File: config.mk
export PLATFORM = sky130hd
export DESIGN_NAME = adc_capture_sequencer
export DESIGN_NICKNAME = d
export VERILOG_FILES = /design/src/rtl/adc_capture_sequencer.sv
export SDC_FILE = /design/constraint.sdc
export NUM_CORES = 1
export LEC_CHECK = 0
export CELL_PAD_IN_SITES_DETAIL_PLACEMENT = 0
export CELL_PAD_IN_SITES_GLOBAL_PLACEMENT = 1
export CORE_ASPECT_RATIO = 0.8
export CORE_MARGIN = 2
export CORE_UTILIZATION = 40
export CTS_CLUSTER_SIZE = 16
export DETAILED_ROUTE_END_ITERATION = 7
export HOLD_SLACK_MARGIN = 0.12
export PLACE_DENSITY_LB_ADDON = 0.1
export SYNTH_ARGS = -nofsm -noshare
export SYNTH_HDL_FRONTEND = slang
export SYNTH_SLANG_ARGS = --single-unit
File: constraint.sdc
create_clock -name Clock -period 3.1 [get_ports Clock]
set_clock_uncertainty 0.05 [all_clocks]
set_input_delay 0.93 -clock Clock [delete_from_list [all_inputs] [get_ports Clock]]
set_output_delay 0.93 -clock Clock [all_outputs]
set_load 0.01 [all_outputs]
File: src/rtl/adc_capture_sequencer.sv
// ---------------------------------------------------------------------------
// adc_capture_sequencer
//
// Sequences the ADC through power-on, settling, calibration, arming and a
// fixed-length capture. Driven by ASCII command bytes from the UART receiver
// and by an external trigger. Owns the ADC power, calibration and capture
// enable controls.
//
// Ports:
//   Clock         in   system clock, rising edge
//   Reset         in   synchronous, active-high
//   Cmd[7:0]      in   ASCII command byte
//   CmdValid      in   Cmd qualifier (single-cycle strobe)
//   TriggerIn     in   external trigger, synchronous level
//   SampleValid   in   ADC datapath has a sample this cycle
//   ADCPower      out  ADC power enable (every state except OFF)
//   ADCCal        out  calibration request (CAL only)
//   CaptureEnable out  capture write-enable gate (CAPTURE only)
//   Ready         out  powered, calibrated, idle (IDLE only)
//   Done          out  one-cycle pulse at capture completion (DONE only)
//   StateOut[2:0] out  current state code for debug/status readback
//
// Handshake: the command interface has no back-pressure. A byte is consumed
// on any rising edge where CmdValid=1; unrecognised bytes, or bytes with no
// meaning in the current state, are dropped without side effect.
// ---------------------------------------------------------------------------
module adc_capture_sequencer #(
  parameter int SETTLE_CYCLES = 1000,
  parameter int CAL_CYCLES    = 64,
  parameter int CAPTURE_LEN   = 1024
) (
  input  logic       Clock,
  input  logic       Reset,
  input  logic [7:0] Cmd,
  input  logic       CmdValid,
  input  logic       TriggerIn,
  input  logic       SampleValid,
  output logic       ADCPower,
  output logic       ADCCal,
  output logic       CaptureEnable,
  output logic       Ready,
  output logic       Done,
  output logic [2:0] StateOut
);

  localparam logic [2:0] ST_OFF     = 3'd0;
  localparam logic [2:0] ST_SETTLE  = 3'd1;
  localparam logic [2:0] ST_CAL     = 3'd2;
  localparam logic [2:0] ST_IDLE    = 3'd3;
  localparam logic [2:0] ST_ARMED   = 3'd4;
  localparam logic [2:0] ST_CAPTURE = 3'd5;
  localparam logic [2:0] ST_DONE    = 3'd6;

  // The cycle counter is shared by SETTLE and CAL, so it is sized for the
  // larger of the two durations.
  localparam int CNT_MAX = (SETTLE_CYCLES > CAL_CYCLES) ? SETTLE_CYCLES : CAL_CYCLES;
  localparam int CW      = $clog2(CNT_MAX + 1);
  localparam int SW      = $clog2(CAPTURE_LEN + 1);

  localparam logic [CW-1:0] SETTLE_LAST  = CW'(SETTLE_CYCLES - 1);
  localparam logic [CW-1:0] CAL_LAST     = CW'(CAL_CYCLES - 1);
  localparam logic [SW-1:0] CAPTURE_LAST = SW'(CAPTURE_LEN - 1);

  logic [2:0]    state, state_nxt;
  logic [CW-1:0] cyc_cnt, cyc_cnt_nxt;
  logic [SW-1:0] smp_cnt, smp_cnt_nxt;

  logic cmd_on, cmd_off, cmd_arm, cmd_disarm, cmd_trig;

  assign cmd_on     = CmdValid && (Cmd == 8'h4F); // 'O'
  assign cmd_off    = CmdValid && (Cmd == 8'h6F); // 'o'
  assign cmd_arm    = CmdValid && (Cmd == 8'h41); // 'A'
  assign cmd_disarm = CmdValid && (Cmd == 8'h61); // 'a'
  assign cmd_trig   = CmdValid && (Cmd == 8'h54); // 'T'

  // State and counter registers
  always_ff @(posedge Clock) begin
    if (Reset) begin
      state   <= ST_OFF;
      cyc_cnt <= '0;
      smp_cnt <= '0;
    end else begin
      state   <= state_nxt;
      cyc_cnt <= cyc_cnt_nxt;
      smp_cnt <= smp_cnt_nxt;
    end
  end

  // Next-state and counter update
  always_comb begin
    state_nxt   = state;
    cyc_cnt_nxt = cyc_cnt;
    smp_cnt_nxt = smp_cnt;
    case (state)
      ST_OFF: begin
        if (cmd_on) begin
          state_nxt   = ST_SETTLE;
          cyc_cnt_nxt = '0;
        end
      end
      ST_SETTLE: begin
        if (cyc_cnt == SETTLE_LAST) begin
          state_nxt   = ST_CAL;
          cyc_cnt_nxt = '0;
        end else begin
          cyc_cnt_nxt = cyc_cnt + CW'(1);
        end
      end
      ST_CAL: begin
        if (cyc_cnt == CAL_LAST) begin
          state_nxt   = ST_IDLE;
          cyc_cnt_nxt = '0;
        end else begin
          cyc_cnt_nxt = cyc_cnt + CW'(1);
        end
      end
      ST_IDLE: begin
        if (cmd_arm) state_nxt = ST_ARMED;
      end
      ST_ARMED: begin
        // Disarm wins over a coincident trigger.
        if (cmd_disarm) begin
          state_nxt = ST_IDLE;
        end else if (TriggerIn || cmd_trig) begin
          state_nxt   = ST_CAPTURE;
          smp_cnt_nxt = '0;
        end
      end
      ST_CAPTURE: begin
        if (SampleValid) begin
          smp_cnt_nxt = smp_cnt + SW'(1);
          if (smp_cnt == CAPTURE_LAST) state_nxt = ST_DONE;
        end
      end
      ST_DONE: begin
        // Returning to IDLE (not ARMED) means a held trigger cannot retrigger.
        state_nxt = ST_IDLE;
      end
      default: begin
        state_nxt = ST_OFF;
      end
    endcase

    // Power-off overrides every transition above, including DONE, so an
    // aborted capture never pulses Done.
    if (cmd_off && (state != ST_OFF)) begin
      state_nxt   = ST_OFF;
      cyc_cnt_nxt = '0;
      smp_cnt_nxt = '0;
    end
  end

  // Moore output decode
  always_comb begin
    ADCPower      = (state != ST_OFF) && (state != 3'd7);
    ADCCal        = (state == ST_CAL);
    CaptureEnable = (state == ST_CAPTURE);
    Ready         = (state == ST_IDLE);
    Done          = (state == ST_DONE);
    StateOut      = state;
  end

endmodule

==> flow_metrics.tcl <==
set metrics [dict create \
    status "finished clean" \
    vdd_drop_max_mv 0.232 \
    critPathKind "in2reg" \
    io_buffer_count 20 \
    drive_gt1_share_pct 14.7 \
    synth_ff_type "dfxtp_1" \
    grt_max_degree 20 \
    fin_util_pct 53.2 \
    finalSetupTns_ns 0 \
    fin_nets 220 \
    routed_wl_mm 3.51 \
    start_util_pct 42.5 \
    die_h_um 58.5 \
    grt_pass1_vias 1334 \
    rsz0062_at_grt "false" \
    core_area_um2 3490 \
    p_leak_nw 0.651 \
    cts_buffers 3 \
    path_max_fanout 19 \
    clk_pin_slew_ns 0.08 \
    ios 21 \
    max_slew_margin_pct 54.7 \
    viasPerCell 5.72 \
    cts-resized-gates 0 \
    cts.sinks 24 \
    drtAntennaViolNets 0 \
    vias 1408 \
    layout_min_cycle_time_ns 2.84 \
    rows 19 \
    final_max_slew_viol_count 0 \
    critical_path.startpoint_type "primary input" \
    max_freq_mhz 353 \
    drc 0 \
    postSynthCellCount 173 \
    first_pass_iters 4 \
    final-setup-viol-count 0 \
    power_mw 0.792 \
    drv_cap 0 \
    cp.arrival_ns 2.99 \
    antenna_found_initial 0 \
    synth_nets 188 \
    cts_setup_buffers 0 \
    cts_tree "done" \
    hold_class "reg2reg" \
    gp_congestion 0.878 \
    period_share_pct 91.5 \
    synth_area_um2 1490 \
    die_w_um 72.1 \
    num_antenna_cells 0 \
    ys_seq_elements 24 \
    end_kind "register" \
    first_iter_violations 113 \
    clockRootBuffer "clkbuf_8" \
    ys_seq_area_share_pct 32.4 \
    synthArstFlopShare_pct 0 \
    routedWlPerCell_um 14.3 \
    grt_pass1_wl_mm 6.20 \
    grt_remaining_overflow 0 \
    cts_hold_repair.buffers 0 \
    htree_levels 1 \
    hold_viol 0 \
    areaGrowthSynthToFinish_pct 25.3 \
    tightest_slew_ns 0.675 \
    worstPathRequired_ns 3.25 \
    clock_path_buffers 2 \
    clk_latency_ns 0.27 \
    die_area_um2 4220 \
    track_usage_pct 18.5 \
    powerDensity_nw_per_um2 426 \
    avgSynthCellArea_um2 8.58 \
    synth_edf_count 0 \
    synth_warnings 0 \
    ys_types 52 \
    dp_hpwl_mm 2.65 \
]
-- synthesized netlist by cell type (all sizes together), types with 2 or more instances --
cell type / number / area share [%]
a21oi: 11 / 3.7
a311oi: 2 / 2.4
and3: 4 / 1.7
buf: 4 / 1.7
dfxtp: 24 / 32
ha: 2 / 1.7
inv: 7 / 1.8
nand2: 14 / 3.5
nand3: 11 / 3.7
nand4: 8 / 3.8
nand4b: 2 / 1.2
nor2: 23 / 5.8
nor3b: 2 / 1.0
nor4b: 2 / 1.6
o211ai: 2 / 1.0
o21ai: 4 / 1.3
o311ai: 2 / 2.4
o31ai: 7 / 3.9
o41ai: 2 / 1.7
or3: 5 / 2.2
or4: 6 / 3.0
xor2: 7 / 4.1
-- cell usage in the layout (no fill, tap or decap), drive strengths merged, types with 3 or more instances in the layout --
cell / synthesis / layout
nand2: 14 / 14
clkdlybuf4s50: 0 / 20
o31ai: 7 / 7
xor2: 7 / 7
or4: 6 / 6
a21oi: 11 / 11
o21ai: 4 / 4
dfxtp: 24 / 24
nand3: 11 / 11
nor2: 23 / 23
clkbuf: 1 / 3
or3: 5 / 5
buf: 4 / 12
and3: 4 / 4
nand4: 8 / 8
inv: 7 / 7
-- path summary, 6_finish.rpt --
kind	from	slack, ns	cells past startpoint	to
hold / removal	smp_cnt[1]$_SDFFE_PP0P_	0.43	2	smp_cnt[1]$_SDFFE_PP0P_
hold reg to reg	smp_cnt[1]$_SDFFE_PP0P_	0.43	2	smp_cnt[1]$_SDFFE_PP0P_
setup / recovery	Cmd[6]	0.26	6	smp_cnt[9]$_SDFFE_PP0P_
setup reg to reg	StateOut[2]$_SDFFE_PP0P_	0.85	5	smp_cnt[9]$_SDFFE_PP0P_
-- power by group --
part | internal [mW] | total (mW) | switching (mW)
Combinational | 0.0926 | 0.182 | 0.0890
Clock | 0.173 | 0.274 | 0.102
Sequential | 0.317 | 0.336 | 0.0190
Total | 0.582 | 0.792 | 0.210
-- per-layer routing --
metal	vias to the layer above	routed length [um]	GRT usage (%)
met1	649	1830	26.0
li1	723	-	-
met2	31	1440	28.4
met4	0	46	7.01
met5	-	0	0
met3	5	195	3.42
-- metrics by stage --
stage | hold slack [ns] | cell area (um2) | cells | worst slack (ns)
2_1_floorplan | 0.399 | 1490 | 173 | 0.599
3_3_place_gp | 0.413 | 1790 | 242 | 0.0612
3_5_place_dp | 0.427 | 1790 | 242 | -0.0153
4_1_cts | 0.438 | 1860 | 246 | 0.265
5_1_grt | 0.465 | 1860 | 246 | 0.127
6_report | 0.430 | 1860 | 246 | 0.265
-- worst max-delay path: stages --
cell and delay (ns):
clkdlybuf4s50_1 0.54, nor4bb_1 0.36, a31o_2 0.25, a21boi_2 0.18
or4_1 0.55, a21oi_1 0.16
-- registers in the layout (all words and copies together), names as in the netlist --
| register | count |
|---|---|
| StateOut | 3 |
| smp_cnt | 11 |
| cyc_cnt | 10 |
-- cells by family (layout without fill, tap and decap cells) --
kind of cell	Yosys count	count (layout)	synth area share (%)
DFF	24	24	32.4
and+or+nand+nor	88	88	35.0
buffers and inverters	12	43	4.38
adders and majority gates	2	2	1.68
xor gates and xnor gates	8	8	4.72
AOI/OAI and AO/OA	39	39	21.8
-- cell type report --
| cell class | count | area [um2] |
|---|---|---|
| Fill cell | 324 | 1630 |
| Sequential cell | 24 | 480 |
| Clock buffer | 3 | 41.3 |
| Multi-Input combinational cell | 137 | 940 |
| Timing Repair Buffer | 32 | 290 |
| Clock inverter | 1 | 30.0 |
| Inverter | 7 | 26.3 |
| Tap cell | 42 | 52.6 |
Power figures use the tool's default switching activity.
